==> src/rtl/pipeline_pkg.sv <==
// Shared pipeline widths, reset/bubble constants and the fetch-stage control types.
package pipeline_pkg;

    localparam int INSTR_W   = 32;
    localparam int ADDR_W    = 32;
    localparam int MEM_BYTES = 16384;

    localparam logic [INSTR_W-1:0] NOP_INSTR = '0;
    localparam logic [ADDR_W-1:0]  RESET_PC  = '0;

    // RUN fetches normally; HALT is entered on an illegal fetch address and left only by reset.
    typedef enum logic {
        FS_RUN  = 1'b0,
        FS_HALT = 1'b1
    } fetch_state_e;

    // What the IF/ID register does on the next edge.
    typedef enum logic [1:0] {
        IFID_HOLD   = 2'd0,
        IFID_BUBBLE = 2'd1,
        IFID_LOAD   = 2'd2
    } ifid_ctl_e;

endpackage

==> src/rtl/fetch_stage_if.sv <==
// Instruction-memory read bus plus the IF/ID register outputs of the fetch stage.
interface fetch_stage_if
    import pipeline_pkg::*;
();

    logic [ADDR_W-1:0]  imem_addr;
    logic [INSTR_W-1:0] imem_instr;
    logic [INSTR_W-1:0] ifid_instr;
    logic [ADDR_W-1:0]  ifid_pc4;
    logic               ifid_valid;

    // Fetch stage side: drives the address and the IF/ID contents.
    modport master (
        output imem_addr,
        input  imem_instr,
        output ifid_instr,
        output ifid_pc4,
        output ifid_valid
    );

    // Memory / decode side.
    modport slave (
        input  imem_addr,
        output imem_instr,
        input  ifid_instr,
        input  ifid_pc4,
        input  ifid_valid
    );

endinterface

==> src/rtl/fetch_ifid_reg.sv <==
// IF/ID pipeline register with hold / bubble / load control and the fetch counter.
module fetch_ifid_reg
    import pipeline_pkg::*;
#(
    parameter logic [INSTR_W-1:0] NOP_INSTR = pipeline_pkg::NOP_INSTR
) (
    input  logic               clk,
    input  logic               rst,
    input  ifid_ctl_e          ctl,
    input  logic [INSTR_W-1:0] load_instr,
    input  logic [ADDR_W-1:0]  load_pc4,
    output logic [INSTR_W-1:0] ifid_instr,
    output logic [ADDR_W-1:0]  ifid_pc4,
    output logic               ifid_valid,
    output logic [31:0]        fetch_count
);

    // Register update: bubbles leave the counter alone, only real captures count.
    always_ff @(posedge clk) begin
        if (rst) begin
            ifid_instr  <= NOP_INSTR;
            ifid_pc4    <= '0;
            ifid_valid  <= 1'b0;
            fetch_count <= '0;
        end else begin
            unique case (ctl)
                IFID_BUBBLE: begin
                    ifid_instr <= NOP_INSTR;
                    ifid_pc4   <= '0;
                    ifid_valid <= 1'b0;
                end
                IFID_LOAD: begin
                    ifid_instr  <= load_instr;
                    ifid_pc4    <= load_pc4;
                    ifid_valid  <= 1'b1;
                    fetch_count <= fetch_count + 32'd1;
                end
                default: ;
            endcase
        end
    end

endmodule

==> src/rtl/fetch_stage.sv <==
// Instruction-fetch stage: PC register, fetch-address legality check and redirect priority.
module fetch_stage
    import pipeline_pkg::*;
#(
    parameter logic [ADDR_W-1:0]  RESET_PC  = pipeline_pkg::RESET_PC,
    parameter int                 MEM_BYTES = pipeline_pkg::MEM_BYTES,
    parameter logic [INSTR_W-1:0] NOP_INSTR = pipeline_pkg::NOP_INSTR
) (
    input  logic              clk,
    input  logic              rst,
    input  logic              stall,
    input  logic              id_jump,
    input  logic [ADDR_W-1:0] id_jump_target,
    input  logic              ex_branch_taken,
    input  logic [ADDR_W-1:0] ex_branch_target,
    fetch_stage_if.master     bus,
    output logic              fetch_fault,
    output logic [31:0]       fetch_count
);

    localparam logic [ADDR_W-1:0] LAST_WORD = ADDR_W'(MEM_BYTES - 4);

    logic [ADDR_W-1:0] pc;
    logic [ADDR_W-1:0] pc_next;
    logic [ADDR_W-1:0] pc_plus4;
    logic              legal;
    fetch_state_e      state;
    fetch_state_e      state_next;
    ifid_ctl_e         ifid_ctl;

    assign bus.imem_addr = pc;
    assign pc_plus4      = pc + 32'd4;
    assign legal         = (pc[1:0] == 2'b00) && (pc <= LAST_WORD);
    assign fetch_fault   = (state == FS_HALT);

    // PC and run/halt state registers.
    always_ff @(posedge clk) begin
        if (rst) begin
            pc    <= RESET_PC;
            state <= FS_RUN;
        end else begin
            pc    <= pc_next;
            state <= state_next;
        end
    end

    // Fixed-priority next-PC / IF/ID control: halt, branch, jump, illegal, stall, sequential.
    always_comb begin
        pc_next    = pc;
        state_next = state;
        ifid_ctl   = IFID_HOLD;
        if (state == FS_HALT) begin
            ifid_ctl = IFID_BUBBLE;
        end else if (ex_branch_taken) begin
            pc_next  = ex_branch_target;
            ifid_ctl = IFID_BUBBLE;
        end else if (id_jump) begin
            pc_next  = id_jump_target;
            ifid_ctl = IFID_BUBBLE;
        end else if (!legal) begin
            state_next = FS_HALT;
            ifid_ctl   = IFID_BUBBLE;
        end else if (stall) begin
            ifid_ctl = IFID_HOLD;
        end else begin
            pc_next  = pc_plus4;
            ifid_ctl = IFID_LOAD;
        end
    end

    fetch_ifid_reg #(
        .NOP_INSTR(NOP_INSTR)
    ) u_ifid (
        .clk        (clk),
        .rst        (rst),
        .ctl        (ifid_ctl),
        .load_instr (bus.imem_instr),
        .load_pc4   (pc_plus4),
        .ifid_instr (bus.ifid_instr),
        .ifid_pc4   (bus.ifid_pc4),
        .ifid_valid (bus.ifid_valid),
        .fetch_count(fetch_count)
    );

endmodule

==> src/flat_wrapper.sv <==
// flat-port wrapper written by rule: the top's interface ports become plain ports
module fetch_stage_flat import pipeline_pkg::*;
#(
    parameter logic [ADDR_W-1:0]  RESET_PC  = pipeline_pkg::RESET_PC,
    parameter int                 MEM_BYTES = pipeline_pkg::MEM_BYTES,
    parameter logic [INSTR_W-1:0] NOP_INSTR = pipeline_pkg::NOP_INSTR
)
  (clk, rst, stall, id_jump, id_jump_target, ex_branch_taken, ex_branch_target, fetch_fault, fetch_count, bus_imem_addr, bus_imem_instr, bus_ifid_instr, bus_ifid_pc4, bus_ifid_valid);
  fetch_stage_if bus_i ();
  input  logic clk;
  input  logic rst;
  input  logic stall;
  input  logic id_jump;
  input  logic [ADDR_W-1:0] id_jump_target;
  input  logic ex_branch_taken;
  input  logic [ADDR_W-1:0] ex_branch_target;
  output logic fetch_fault;
  output logic [31:0] fetch_count;
  output wire logic [$bits(bus_i.imem_addr)-1:0] bus_imem_addr;
  input wire logic [$bits(bus_i.imem_instr)-1:0] bus_imem_instr;
  output wire logic [$bits(bus_i.ifid_instr)-1:0] bus_ifid_instr;
  output wire logic [$bits(bus_i.ifid_pc4)-1:0] bus_ifid_pc4;
  output wire logic [$bits(bus_i.ifid_valid)-1:0] bus_ifid_valid;
  assign bus_imem_addr = bus_i.imem_addr;
  assign bus_i.imem_instr = bus_imem_instr;
  assign bus_ifid_instr = bus_i.ifid_instr;
  assign bus_ifid_pc4 = bus_i.ifid_pc4;
  assign bus_ifid_valid = bus_i.ifid_valid;
  fetch_stage #(.RESET_PC(RESET_PC), .MEM_BYTES(MEM_BYTES), .NOP_INSTR(NOP_INSTR)) u_core (.clk(clk), .rst(rst), .stall(stall), .id_jump(id_jump), .id_jump_target(id_jump_target), .ex_branch_taken(ex_branch_taken), .ex_branch_target(ex_branch_target), .bus(bus_i), .fetch_fault(fetch_fault), .fetch_count(fetch_count));
endmodule
==> config.mk <==
export PLATFORM = sky130hd
export DESIGN_NAME = fetch_stage_flat
export DESIGN_NICKNAME = d
export VERILOG_FILES = /design/src/rtl/pipeline_pkg.sv /design/src/rtl/fetch_stage_if.sv /design/src/rtl/fetch_ifid_reg.sv /design/src/rtl/fetch_stage.sv /design/src/flat_wrapper.sv
export SDC_FILE = /design/constraint.sdc
export NUM_CORES = 1
export LEC_CHECK = 0
export ABC_AREA = 1
export CORE_MARGIN = 3
export CORE_UTILIZATION = 30
export DETAILED_ROUTE_END_ITERATION = 16
export GPL_TIMING_DRIVEN = 0
export PLACE_DENSITY_LB_ADDON = 0.3
export SETUP_SLACK_MARGIN = 0.5
export SLEW_MARGIN = 20
export SYNTH_ARGS = -nofsm -noshare
export SYNTH_HDL_FRONTEND = slang
export SYNTH_SLANG_ARGS = --single-unit
==> constraint.sdc <==
create_clock -name clk -period 7 [get_ports clk]
set_input_delay 1.4 -clock clk [delete_from_list [all_inputs] [get_ports clk]]
set_output_delay 1.4 -clock clk [all_outputs]
set_load 0.02 [all_outputs]
After elaboration in Yosys (flattened, before gate mapping):

Index checks and enable logic that the tools add are counted.

* flip-flop bits (word level): 130
* latch bits: 0
* bits in writable memories: 0
* memory bits (read-only): 0
* input port bits: 101
* output and inout bits: 130
* logic and storage cells: 34
* memories kept: 0

* add/sub/neg operators: 2
* $mul: 0
* divide/modulo/power cells: 0
* $lt $le $gt $ge: 1
* eq/ne operators: 3
* shifts and indexed selects: 0
* muxes and demuxes: 16
* bitwise operators: 1
* reduce and logical (&&, ||, !) cells: 5

Operator list (number)
* $mux W32: 4
* $pmux W32 S2: 2
* $add A32 B1 Y32 const B: 1
* $add A32 B3 Y32 const B: 1
* $le A32 B14 Y1 const B: 1
* $mux W2: 5
* $mux W1: 4
* $ne A3 B1 Y1 const B: 1
* $reduce_and A3 Y1: 1
* $reduce_bool A3 Y1: 1
* $eq A2 B1 Y1 const B: 1
* $eq A2 B2 Y1 const B: 1
* $logic_not A2 Y1: 1
* $pmux W1 S2: 1
* $reduce_bool A2 Y1: 1
* $logic_and A1 B1 Y1: 1
* $not A1 Y1: 1

Depth between registers and ports, before layout:

* depth after elaboration: 8
* mapped depth: 15

Cells and area by module:

From an unflattened synthesis, not the netlist that was laid out.

* cell total of the unflattened synthesis: 1000
* area total of the unflattened synthesis: 6688.9 um^2

Modules (own cells, without submodules)
* fetch_ifid_reg: times used 1, cells an instance 555, area an instance 4021.4 um^2, seq. area each 1941.9 um^2
* fetch_stage: times used 1, cells an instance 445, area an instance 2667.6 um^2, seq. area each 660.6 um^2

Worst setup path before layout:

Ideal clock, no wire load.

* path kind: input to register
* from: input port id_jump
* to: register u_core.u_ifid.fetch_count[9]
* arrival: 3.204 ns
* setup slack: 3.679 ns
* stages: 13
* buffers on the path: 2
* path through: buf_2 -> nor2_4 -> buf_2 -> inv_1 -> nor3_1 -> ha_1 -> nand2_1 -> nor2_2 -> nand2_2 -> nor2_1 -> nand3_1 -> o21ai_1 -> a21oi_1

* longest elaborated chain between the ends: 4

RTL lines
* start: declaration: RTL line flat_wrapper.sv:13 `input logic id_jump;`
* $mux W2: RTL line fetch_stage.sv:57 `end else if (id_jump) begin`
* $mux W2: RTL line fetch_stage.sv:54 `end else if (ex_branch_taken) begin`
* $mux W2: RTL line fetch_stage.sv:52 `if (state == FS_HALT) begin`
* $eq A2 B2 Y1: RTL line fetch_ifid_reg.sv:26 `unique case (ctl)`
* end signal: assignment: RTL line fetch_ifid_reg.sv:36 `fetch_count <= fetch_count + 32'd1;`
* end: declaration: RTL line fetch_ifid_reg.sv:15 `output logic [31:0] fetch_count`

Every way passes these cells.
A chain may end at the register's enable or synchronous reset.

Worst setup path after layout:

* from: input port id_jump
* to: register u_core.u_ifid.ifid_pc4[14]

* longest elaborated chain between the ends: 5
* elaborated cells on any way between the ends: 7
* those cells by class: eq/ne: 2; mux: 4; reduce/logical: 1

RTL lines
* $mux W2 *: RTL line fetch_stage.sv:57
* $mux W2 *: RTL line fetch_stage.sv:54
* $mux W2 *: RTL line fetch_stage.sv:52
* $eq A2 B2 Y1 / $eq A2 B1 Y1 (equally long branches): RTL line fetch_ifid_reg.sv:26
* $pmux W32 S2 / $reduce_bool A2 Y1 (equally long branches)
* end signal: assignment: RTL line fetch_ifid_reg.sv:34 `ifid_pc4 <= load_pc4;`
* end: declaration: RTL line fetch_ifid_reg.sv:13 `output logic [ADDR_W-1:0] ifid_pc4,`

Every way passes the cells marked *; elsewhere a longest branch is shown, timed or not.

==> summary.md <==
| Metric | Value |
|---|---|
| Starting density of the core | `31.2%` |
| Arrival time of the worst setup path | `3.92 ns` |
| Clk sinks | `130` |
| Startpoint Class | `input pin` |
| Critical Path RT | `7.34 ns` |
| Core Util, Final | `45.5%` |
| # Post-CTS Setup Buffers | `0` |
| Unrepaired setup endpoints after global routing | `no` |
| DRT antenna net count | `0` |
| GPL Wtd Cong | `0.928` |
| Setup-failing EPs final | `0` |
| Simple-Gate Fraction of Synth Area | `45.2%` |
| Mux share of post-synthesis cell area | `0%` |
| Cells after Synth | `1108` |
| Number of synthesized flops with an enable pin | `0` |
| # fillers | `2306` |
| Die area | `0.0249 sq mm` |
| Area grow syn2layout | `46.0%` |
| Root Buffer | `clkbuf_16` |
| Vias in the first global route | `6976` |
| Most common cell after layout, fill and taps aside | `nand2_1` |
| Antenna violations before repair | `0` |
| Worst min-delay path class | `reg2reg` |
| Pwr Total | `1.92 mW` |
| # diodes | `0` |
| Status | `finished, final reports clean` |
| Register area share after synthesis | `37.6%` |
| Drt via density | `4.66` |
| Die Ht | `158 um` |
| Mean Syn Cell Area | `6.25 sq um` |
| Top_reg_cell synth | `dfxtp_1` |
| Max Buffers Root-to-Sink | `2` |
| Minimum clock period | `3.58 ns` |
| DIE WIDTH | `158 um` |
| Grt ovf | `0` |
| Area of the core | `0.0222 sq mm` |
| Max Slew Vio Count | `0` |
| Static Leakage | `3.93 nW` |
| Total negative slack | `0 ns` |
| Clock-pin slew on the worst setup and hold paths | `0.06 ns` |
| Rel. slew slack | `50.0%` |
| Post-cts sizing count | `0` |
| Post-Synthesis Net Count | `1213` |
| Cells after DPL | `1615` |
| Vias after detailed routing | `7674` |
| Gr usage total | `19.9%` |
| Peak VDD IR | `0.000127 V` |
| Total CTS buffers | `17` |
| Starting DRT DRC Count | `585` |
| Count of different cell masters after synthesis | `33` |
| M1 GR Usage | `26.9%` |
| Worst-Margin Slew | `0.750 ns` |
| Compound-cell area share of the yosys netlist | `7.17%` |
| Max-cap violation count | `0` |
| CP max FO | `10` |
| CTS H-tree lvls | `4` |
| GRT busiest layer | `met2` |
| Synth Area in XOR/XNOR | `1.39%` |
| Pwr/cell area | `190 mW/mm^2` |
| Clock Skews | `0.0102 ns` |
| Finished Layout Cells | `1647` |
| Routed WL | `25100 um` |
| Drt first pass iters | `6` |
| HPWL after DPL | `20000 um` |
| Row count | `54` |
| Final net count | `1459` |
| Yosys reg bits | `130` |
| YS warnings | `0` |
| Worst setup EP type | `register` |
| Adder-cell share of the synthesized area | `0.723%` |
| I/O pin count | `231` |
| Global-route wire length before repair | `38600 um` |
| DRC violations left | `0` |
| Async SR Flop Fraction | `0%` |
| Syn Std Cell Area | `0.00693 sq mm` |
| Met2 Use GR | `31.8%` |
| IO Port Bufs | `227` |
| Hold Buf Count CTS | `0` |
| TritonCTS clock tree | `built` |
| Commonest cells after routing, fill and taps aside | `nand2_1 (394), clkdlybuf4s50_1 (227), nor2_1 (161)` |
| Setup CP Type | `in2reg` |
| Main combinational cell family by area after synthesis | `simple AND/OR/NAND/NOR gates` |
| Wire per inst | `15.3 um` |
| Hold Vio Cnt, Final | `0` |
| Largest net degree at the start of global routing | `17` |
| FMAX | `279 MHz` |
| Fin crit share | `51.2%` |
| GR Layer Usage met3 | `5.08%` |
| Proportion of layout cells with a drive suffix above 1 | `6.80%` |
| Clock latency on the worst-skew pair | `0.41 ns` |
==> registers in the layout (all words and copies together) (netlist names) <==
| signal | cells |
|---|---|
| u_core.fetch_fault | 1 |
| u_core.u_ifid.ifid_pc4 | 32 |
| u_core.u_ifid.ifid_valid | 1 |
| u_core.u_ifid.ifid_instr | 32 |
| u_core.u_ifid.fetch_count | 32 |
| u_core.bus.imem_addr | 32 |
==> synth_stat cells, types with 3 or more instances <==
| cell type | number | area [sq um] |
|---|---|---|
| nand4_1 | 8 | 50.1 |
| inv_1 | 77 | 289 |
| nand3b_1 | 7 | 52.6 |
| buf_2 | 13 | 65.1 |
| nand2_2 | 3 | 18.8 |
| nor3_1 | 7 | 35.0 |
| a21oi_1 | 79 | 395 |
| nor2_2 | 22 | 138 |
| clkbuf_1 | 23 | 86.3 |
| xor2_1 | 8 | 70.1 |
| inv_2 | 5 | 18.8 |
| buf_6 | 5 | 56.3 |
| buf_1 | 5 | 18.8 |
| nor2_1 | 161 | 604 |
| nor2_4 | 5 | 56.3 |
| nor3_2 | 3 | 30.0 |
| o21a_1 | 3 | 22.5 |
| o21ai_0 | 10 | 50.1 |
| xnor2_1 | 3 | 26.3 |
| nand2_1 | 394 | 1480 |
| ha_1 | 4 | 50.1 |
| dfxtp_1 | 130 | 2600 |
| nand3_1 | 121 | 606 |
==> cell type report <==
class | count | area, sq um | share of cell area (%)
timing repair buffer | 227 | 2270 | 22.5
inverter | 83 | 314 | 3.11
clock inverter | 12 | 106 | 1.05
sequential | 130 | 2600 | 25.7
buffer | 47 | 234 | 2.31
multi-input combinational | 848 | 3780 | 37.3
tap | 280 | 350 | 3.46
clock buffer | 20 | 457 | 4.52
==> worst max-delay path, cell delays in order <==
cell and delay, ns:
buf_2 0.16, nor2_4 0.18, buf_2 0.28, inv_1 0.14, nor3_1 0.28, ha_1 0.41
inv_2 0.14, nor2_4 0.28, buf_2 0.31, nand3_1 0.18, a21oi_1 0.15
==> path summary, 6_finish.rpt <==
check	startpoint	to	slack, ns	cells after the start
worst max register to register	u_core.bus.imem_addr[23]	u_core.u_ifid.ifid_pc4[14]	4.24	11
worst max-delay path	id_jump	u_core.u_ifid.ifid_pc4[14]	3.42	11
worst min-delay path	u_core.u_ifid.ifid_instr[17]	u_core.u_ifid.ifid_instr[17]	0.46	2
worst min register to register	u_core.u_ifid.ifid_instr[17]	u_core.u_ifid.ifid_instr[17]	0.46	2
==> where the power goes <==
part | total [mW] | switching (mW) | leakage, nW | internal [mW]
sequential | 0.791 | 0.0320 | 1.05 | 0.759
clock | 0.847 | 0.340 | 0.269 | 0.507
combinational | 0.280 | 0.151 | 2.61 | 0.129
total | 1.92 | 0.523 | 3.93 | 1.39
==> per-layer routing <==
| metal | wire [um] | vias to the layer above |
|---|---|---|
| met4 | 410 | 0 |
| li1 | - | 3997 |
| met2 | 11100 | 283 |
| met3 | 1930 | 28 |
| met1 | 11700 | 3366 |
| met5 | 0 | - |
==> stage by stage <==
stage / setup slack, ns / hold WS, ns / cell area, sq um
floorplan: 3.68 / 0.541 / 6930
global placement: 3.00 / 0.451 / 9550
detailed placement: 3.01 / 0.455 / 9550
CTS: 3.41 / 0.465 / 10100
global route: 3.26 / 0.477 / 10100
finish: 3.42 / 0.463 / 10100
==> logic make-up after synthesis <==
| group | count (synthesis) |
|---|---|
| adders and majority gates | 4 |
| DFF | 130 |
| AOI/OAI and AO/OA | 96 |
| buffers and inverters | 130 |
| and+or+nand+nor | 737 |
| xor gates and xnor gates | 11 |
(Power assumes the default switching activity.)
